--- src/rtl/mesh_eoc_collector.sv ---
// rtl/mesh_eoc_collector.sv - gathers per-tile end-of-computation reports into one global EOC
// First report per tile wins; a per-run cycle limit can end the run early with an all-ones exit code.
module mesh_eoc_collector #(
  parameter int N_TILES = 4,
  parameter int EXIT_W  = 32,
  parameter int TMO_W   = 32
) (
  input  logic                      clk_i,
  input  logic                      rst_ni,
  input  logic                      start_i,
  input  logic [TMO_W-1:0]          timeout_cycles_i,
  input  logic [N_TILES-1:0]        tile_eoc_i,
  input  logic [N_TILES*EXIT_W-1:0] tile_exit_code_i,
  output logic                      busy_o,
  output logic                      eoc_o,
  output logic [EXIT_W-1:0]         exit_code_o,
  output logic                      timeout_o,
  output logic [N_TILES-1:0]        tiles_done_o
);

  localparam logic [1:0] ST_IDLE = 2'd0;
  localparam logic [1:0] ST_RUN  = 2'd1;
  localparam logic [1:0] ST_DONE = 2'd2;

  logic [1:0]                state_q, state_d;
  logic [N_TILES-1:0]        tiles_done_q, tiles_done_d;
  logic [N_TILES*EXIT_W-1:0] codes_q, codes_d;
  logic [TMO_W-1:0]          cnt_q, cnt_d;
  logic [TMO_W-1:0]          limit_q, limit_d;
  logic [EXIT_W-1:0]         exit_code_q, exit_code_d;
  logic                      timeout_q, timeout_d;

  logic [N_TILES-1:0]        capture;
  logic [N_TILES*EXIT_W-1:0] merged_codes;
  logic [EXIT_W-1:0]         first_nonzero;
  logic [TMO_W-1:0]          cnt_inc;
  logic                      all_done;
  logic                      tmo_hit;

  // Codes as they will stand after this cycle's captures, so completion can report them immediately.
  always_comb begin
    capture      = tile_eoc_i & ~tiles_done_q;
    merged_codes = codes_q;
    for (int t = 0; t < N_TILES; t++) begin
      if (capture[t]) begin
        merged_codes[t*EXIT_W +: EXIT_W] = tile_exit_code_i[t*EXIT_W +: EXIT_W];
      end
    end
    first_nonzero = '0;
    for (int t = N_TILES - 1; t >= 0; t--) begin
      if (merged_codes[t*EXIT_W +: EXIT_W] != '0) begin
        first_nonzero = merged_codes[t*EXIT_W +: EXIT_W];
      end
    end
    all_done = &(tiles_done_q | capture);
    cnt_inc  = (cnt_q == '1) ? cnt_q : cnt_q + TMO_W'(1);
    tmo_hit  = (limit_q != '0) && (cnt_inc >= limit_q);
  end

  always_comb begin
    state_d      = state_q;
    tiles_done_d = tiles_done_q;
    codes_d      = codes_q;
    cnt_d        = cnt_q;
    limit_d      = limit_q;
    exit_code_d  = exit_code_q;
    timeout_d    = timeout_q;
    case (state_q)
      ST_IDLE, ST_DONE: begin
        if (start_i) begin
          state_d      = ST_RUN;
          tiles_done_d = '0;
          codes_d      = '0;
          cnt_d        = '0;
          limit_d      = timeout_cycles_i;
          exit_code_d  = '0;
          timeout_d    = 1'b0;
        end
      end
      ST_RUN: begin
        tiles_done_d = tiles_done_q | capture;
        codes_d      = merged_codes;
        cnt_d        = cnt_inc;
        // Completion takes precedence over a timeout landing on the same edge.
        if (all_done) begin
          state_d     = ST_DONE;
          exit_code_d = first_nonzero;
        end else if (tmo_hit) begin
          state_d     = ST_DONE;
          exit_code_d = '1;
          timeout_d   = 1'b1;
        end
      end
      default: state_d = ST_IDLE;
    endcase
  end

  always_ff @(posedge clk_i) begin
    if (!rst_ni) begin
      state_q      <= ST_IDLE;
      tiles_done_q <= '0;
      codes_q      <= '0;
      cnt_q        <= '0;
      limit_q      <= '0;
      exit_code_q  <= '0;
      timeout_q    <= 1'b0;
    end else begin
      state_q      <= state_d;
      tiles_done_q <= tiles_done_d;
      codes_q      <= codes_d;
      cnt_q        <= cnt_d;
      limit_q      <= limit_d;
      exit_code_q  <= exit_code_d;
      timeout_q    <= timeout_d;
    end
  end

  assign busy_o       = (state_q == ST_RUN);
  assign eoc_o        = (state_q == ST_DONE);
  assign exit_code_o  = exit_code_q;
  assign timeout_o    = timeout_q;
  assign tiles_done_o = tiles_done_q;

endmodule

--- config.mk ---
export PLATFORM = sky130hd
export DESIGN_NAME = mesh_eoc_collector
export DESIGN_NICKNAME = d
export VERILOG_FILES = /design/src/rtl/mesh_eoc_collector.sv
export SDC_FILE = /design/constraint.sdc
export NUM_CORES = 1
export LEC_CHECK = 0
export ABC_AREA = 1
export ABC_CLOCK_PERIOD_IN_PS = 7700
export CAP_MARGIN = 40
export CORE_ASPECT_RATIO = 1.1
export CORE_MARGIN = 4
export CORE_UTILIZATION = 50
export CTS_BUF_LIST = sky130_fd_sc_hd__clkbuf_2
export DETAILED_ROUTE_END_ITERATION = 7
export PLACE_DENSITY_LB_ADDON = 0.25
export REMOVE_ABC_BUFFERS = 1
export SLEW_MARGIN = 15
export SYNTH_ARGS = -nofsm -noshare
export SYNTH_HDL_FRONTEND = slang
export SYNTH_SLANG_ARGS = --single-unit
--- constraint.sdc ---
create_clock -name clk_i -period 7.7 [get_ports clk_i]
set_clock_uncertainty 0.05 [all_clocks]
set_input_delay 0.77 -clock clk_i [delete_from_list [all_inputs] [get_ports clk_i]]
set_output_delay 0.77 -clock clk_i [all_outputs]
set_load 0.1 [all_outputs]
Word-level counts from Yosys, hierarchy flattened
Index checks and enable logic that the tools add are counted.
- add/subtract/negate cells: 1
- order comparisons: 1
- equal/unequal tests: 7
- multiplexer cells: 26
- bitwise gates (word level): 3
- reductions and logical operators: 15
- operators with widths (operator ; count):
    32-bit two-way mux ; 12
    128-bit one-hot mux with 2 select lines ; 1
    32-bit nonzero test ; 5
    128-bit two-way mux ; 1
    32-bit one-hot mux with 2 select lines ; 2
    32-bit by 1-bit adder with 32-bit output (second input constant) ; 1
    32-bit == test (second input constant) ; 1
    32-bit >= comparator ; 1
    4-bit one-hot mux with 2 select lines ; 1
    4-bit AND reduction ; 2
    2-bit two-way mux ; 3
    2-bit AND reduction ; 3
    4-bit bitwise AND ; 1
    4-bit two-way mux ; 1
    2-bit != test (second input constant) ; 2
    4-bit NOT ; 1
    4-bit OR ; 1
    2-bit one-hot mux with 2 select lines ; 1
    1-bit two-way mux ; 3
    3-bit by 1-bit != test with 1-bit output (second input constant) ; 1
    3-bit AND reduction ; 1
    2-bit by 1-bit == test with 1-bit output (second input constant) ; 1
    2-bit == test (second input constant) ; 1
    2-bit logical NOT ; 1
    5 further kinds ; 5
- register bits after elaboration: 231
- input bits: 167
- output and inout port bits: 39
- word-level logic and storage cells: 60

Logic depth before layout (Yosys ltp)
- depth after elaboration: 10
- gate-level depth with buffers: 27
- mapped depth without buffers: 26

Least setup slack after synthesis
No wires, ideal clock.
- kind: flip-flop to flip-flop
- from: reg cnt_q[0]
- to: reg exit_code_q[11], in the netlist exit_code_o[11]
- setup time: 0.069 ns
- arrival time: 3.321 ns
- data required time: 7.581 ns
- path slack: 4.259 ns
- stages on the path, launching flop included: 26
- path buffers: 1
- clock period less this slack: 3.441 ns
- path through: dfxtp_1 > ha_1 > nand2_1 > inv_1 > nand2_1 > nor2_1 > nand2_1 > nor2_1 > nand3_1 > nor2_1 > nor3_1 > a21oi_1 > ha_1 > a21o_1 > o21ai_0 > nand2_1 > nand2_1 > nand2_1 > nand2_1 > nand3_1 > nand2_1 > nand2_1 > nand2_1 > clkbuf_1 > nand2_1 > a21oi_2
- cells in the longest elaborated chain, start to end: 6
- elaborated cells on any way between the ends: 7
- classes of those cells: add/sub (1); order compare (1); eq/ne (2); mux (1); reduce/logical (2)
- RTL lines (element ; RTL line ; source):
    from (decl) ; 28 ; logic [TMO_W-1:0] cnt_q, cnt_d;
    from (signal assigned) ; 111 ; cnt_q <= cnt_d;
    32-bit by 1-bit adder with 32-bit output or 32-bit == test (tied branches) ; 56 ; cnt_inc = (cnt_q == '1) ? cnt_q : cnt_q + TMO_W'(1);
    32-bit two-way mux (*) ; 56 ;
    32-bit >= comparator (*) ; 57 ; tmo_hit = (limit_q != '0) && (cnt_inc >= limit_q);
    1-bit logical AND (*) ; 57 ;
    3-bit by 1-bit != test with 1-bit output (no source line) (*) ; -- ;
    3-bit AND reduction (no source line) (*) ; -- ;
    to (signal assigned) ; 113 ; exit_code_q <= exit_code_d;
    to (decl) ; 30 ; logic [EXIT_W-1:0] exit_code_q, exit_code_d;
Every way passes the cells marked *; elsewhere a longest branch is shown, timed or not.
A chain may end at the register's enable or synchronous reset.

Worst setup path in the final report
- from: reg cnt_q[0]
- to: reg exit_code_q[2], in the netlist exit_code_o[2]
The elaborated chain is that of the path after synthesis.

==> flow_summary.ini <==
[critical_path]
startpoint_type = register
path_buf_inv = 2
crit_required_ns = 8.46
cp-end-kind = register
crit_path_max_fanout = 20
crit_type = register to register
cpMaxStageDelayCell = nand2_1
critPathArrivalTime_ns = 5.56
critPathMaxStageDelay_ns = 0.61
timing.critical_path.mode_cell = nand2_1
cpLargestDelayFamily = simple AND/OR/NAND/NOR gates

[drt]
drt_first_pass_iters = 6
routed_via_density = 5.19
drt_iter0_drc = 1148
drc = 0
vias = 14700
wire_per_inst_um = 15.6
ant_nets = 0
drt-total-wl_mm = 44.3

[global_route]
grt.met1_usage_pct = 33.8
grt_max_degree = 96
met3_usage_pct = 4.35
grt_overflow = 0
grt_pass1_wl_mm = 69.8
top_usage_layer = met2
antenna_found_initial = 1
grtUsageTotal_pct = 28.8
grtUsageMet2_pct = 48.8
grt_pass1_vias = 14200

[synthesis]
syn_avg_cell_area_sq_um = 6.05
synthArstFlopShare_pct = 0
yosysSeqAreaShare_pct = 34.3
synth_cell_types = 37
syn-cell-area_sq_um = 13500
synthCells = 2231
ys.flop_type = dfxtp_1
yosysWarnings = 0
synth-seq-cells = 231
synth_edf_count = 0

[final_layout]
fin_util_pct = 64.3
layout.nets = 2640
layoutNonFillerInstCount = 2841
drive_gt1_share_pct = 7.76
syn_to_final_growth_pct = 25.7

[job]
drv_cap = 0

[sta]
hold_viol_final = 0
finalSetupTns_ns = 0
hold_slack_ns = 0.417
min_period_over_period_pct = 62.4
rsz0062_at_grt = no
slew_headroom_pct = 43.1
fmax_mhz = 208
worstMarginPinSlew_ns = 0.852
setup_viol = 0
period_needed_ns = 4.80
finalMaxSlewViolations = 0

[clocking]
htree_levels = 2
cts.path.max_buffers = 3
cts_tree = built
worstSkewPairLatency_ns = 0.89
cts_hold_buffers = 0
cts_sinks = 231
cts-root-buf = clkbuf_2
post_cts_buffers = 0
clk_pin_slew_ns = 0.11
cts_made_buffers = 61
cts_resized = 0

[die]
rows = 62
start_util_pct = 51.1
dieArea_sq_um = 29700
die_y_um = 180
core_area_sq_um = 26400
die_width_um = 165
io_pins = 206

[power_and_ir_drop]
powerDensity_nw_per_um2 = 159
peakVddDrop_v = 0.000100
p_leak_nw = 7.24

[placement]
place_congestion = 0.979
dpl.hpwl_mm = 32.5
portBuffers = 205
dp.cells = 2728

[status]
status = complete, no violations

[worst_hold_path]
hold_path_class = register to register
-- layer usage --
| layer | part of all wire [%] | vias up |
|---|---|---|
| li1 | - | 7392 |
| met1 | 39 | 6635 |
| met2 | 48 | 559 |
| met3 | 6.1 | 154 |
| met4 | 6.8 | 0 |
| met5 | 0 | - |
-- worst register-to-register path, cell delays in order (launching register included) --
cell and delay, ns:
dfxtp_1 0.44, ha_1 0.23, nand2_1 0.08, inv_1 0.08, nand2_1 0.13, nor2_1 0.15, nand2_1 0.14, nor2_1 0.25
nand3_1 0.21, nor2_1 0.43, nor3_1 0.09, a21oi_1 0.29, ha_1 0.31, a21oi_1 0.13, o21a_1 0.14, nand2_1 0.05
nand2_1 0.05, nand2_1 0.05, nand2_1 0.08, nand3_1 0.07, nand2_1 0.16, nand2_1 0.10, nand2_1 0.61, buf_6 0.26
nand2_1 0.08, a21oi_1 0.14
-- cell usage in the layout, fill, tap and decap left out, drive strengths merged --
cell           Yosys  layout
diode              0       1
mux2i              1       1
xnor2             10      10
clkdlybuf4s50      0     205
o211ai             2       2
dfxtp            231     231
clkinv             0      16
o22ai              4       4
a211oi             4       4
nor4               7       7
o21ai             97      97
and2               4       4
nand2            870     870
inv              254     255
a21o               1       1
ha                33      33
clkbuf            76      94
a21oi            240     240
nor3              28      28
nor2             210     210
nor3b              2       2
o21a               3       3
nand4             20      20
buf               42      59
xor2              15      15
nand3             67      67
nand3b            10      10
-- cell type report --
type | count | area, sq um
well taps | 352 | 440
inverters | 254 | 961
repair buffers | 264 | 2990
fillers | 2509 | 9420
clock inverters | 17 | 70.1
multi-input cells | 1628 | 7390
diodes | 1 | 2.50
flip-flops and latches | 231 | 4620
clock buffers | 94 | 470
-- cells by family after synthesis --
| group | synth area share (%) |
|---|---|
| xor+xnor | 1.62 |
| mux | 0.0742 |
| simple gates | 36.4 |
| buf+inv | 11.1 |
| compound gates | 13.5 |
| flops | 34.3 |
| fa+ha+maj | 3.06 |
-- power breakdown --
part / leakage (nW) / internal, mW / switching (mW)
Clock: 0.425 / 0.325 / 0.529
Combinational: 4.94 / 0.213 / 0.364
Sequential: 1.88 / 1.25 / 0.0263
Total: 7.24 / 1.78 / 0.919
-- synthesized netlist by cell type (15+ instances only) --
| cell | number | area [sq um] |
|---|---|---|
| nand2_1 | 868 | 3260 |
| inv_1 | 248 | 931 |
| dfxtp_1 | 231 | 4620 |
| a21oi_1 | 230 | 1150 |
| nor2_1 | 206 | 773 |
| o21ai_0 | 90 | 450 |
| clkbuf_1 | 76 | 285 |
| nand3_1 | 57 | 285 |
| ha_1 | 33 | 413 |
| nor3_1 | 28 | 140 |
| buf_2 | 26 | 130 |
| nand4_1 | 19 | 119 |
| xor2_1 | 15 | 131 |
-- stage by stage --
| step | total power [mW] | setup WS (ns) | instance area (sq um) |
|---|---|---|---|
| 2_1_floorplan | 1.63 | -2.67 | 12900 |
| 3_3_place_gp | 1.83 | 2.57 | 15500 |
| 3_5_place_dp | 1.87 | 2.84 | 16400 |
| 4_1_cts | 2.72 | 2.86 | 16900 |
| 5_1_grt | 2.85 | 2.37 | 17000 |
| 6_report | 2.70 | 2.90 | 17000 |
-- registers in the layout (all words and copies together), names as in the netlist --
name	count
cnt_q	32
codes_q	128
exit_code_o	32
limit_q	32
state_q	2
tiles_done_o	4
timeout_o	1
-- path summary, 6_finish.rpt --
| kind | startpoint | to | slack, ns | cells after the start |
|---|---|---|---|---|
| max | cnt_q[0] | exit_code_o[2] | 2.90 | 25 |
| min | codes_q[20] | codes_q[20] | 0.42 | 2 |
| max reg2reg | cnt_q[0] | exit_code_o[2] | 2.90 | 25 |
| min reg2reg | codes_q[20] | codes_q[20] | 0.42 | 2 |
Power figures use the tool's default switching activity.
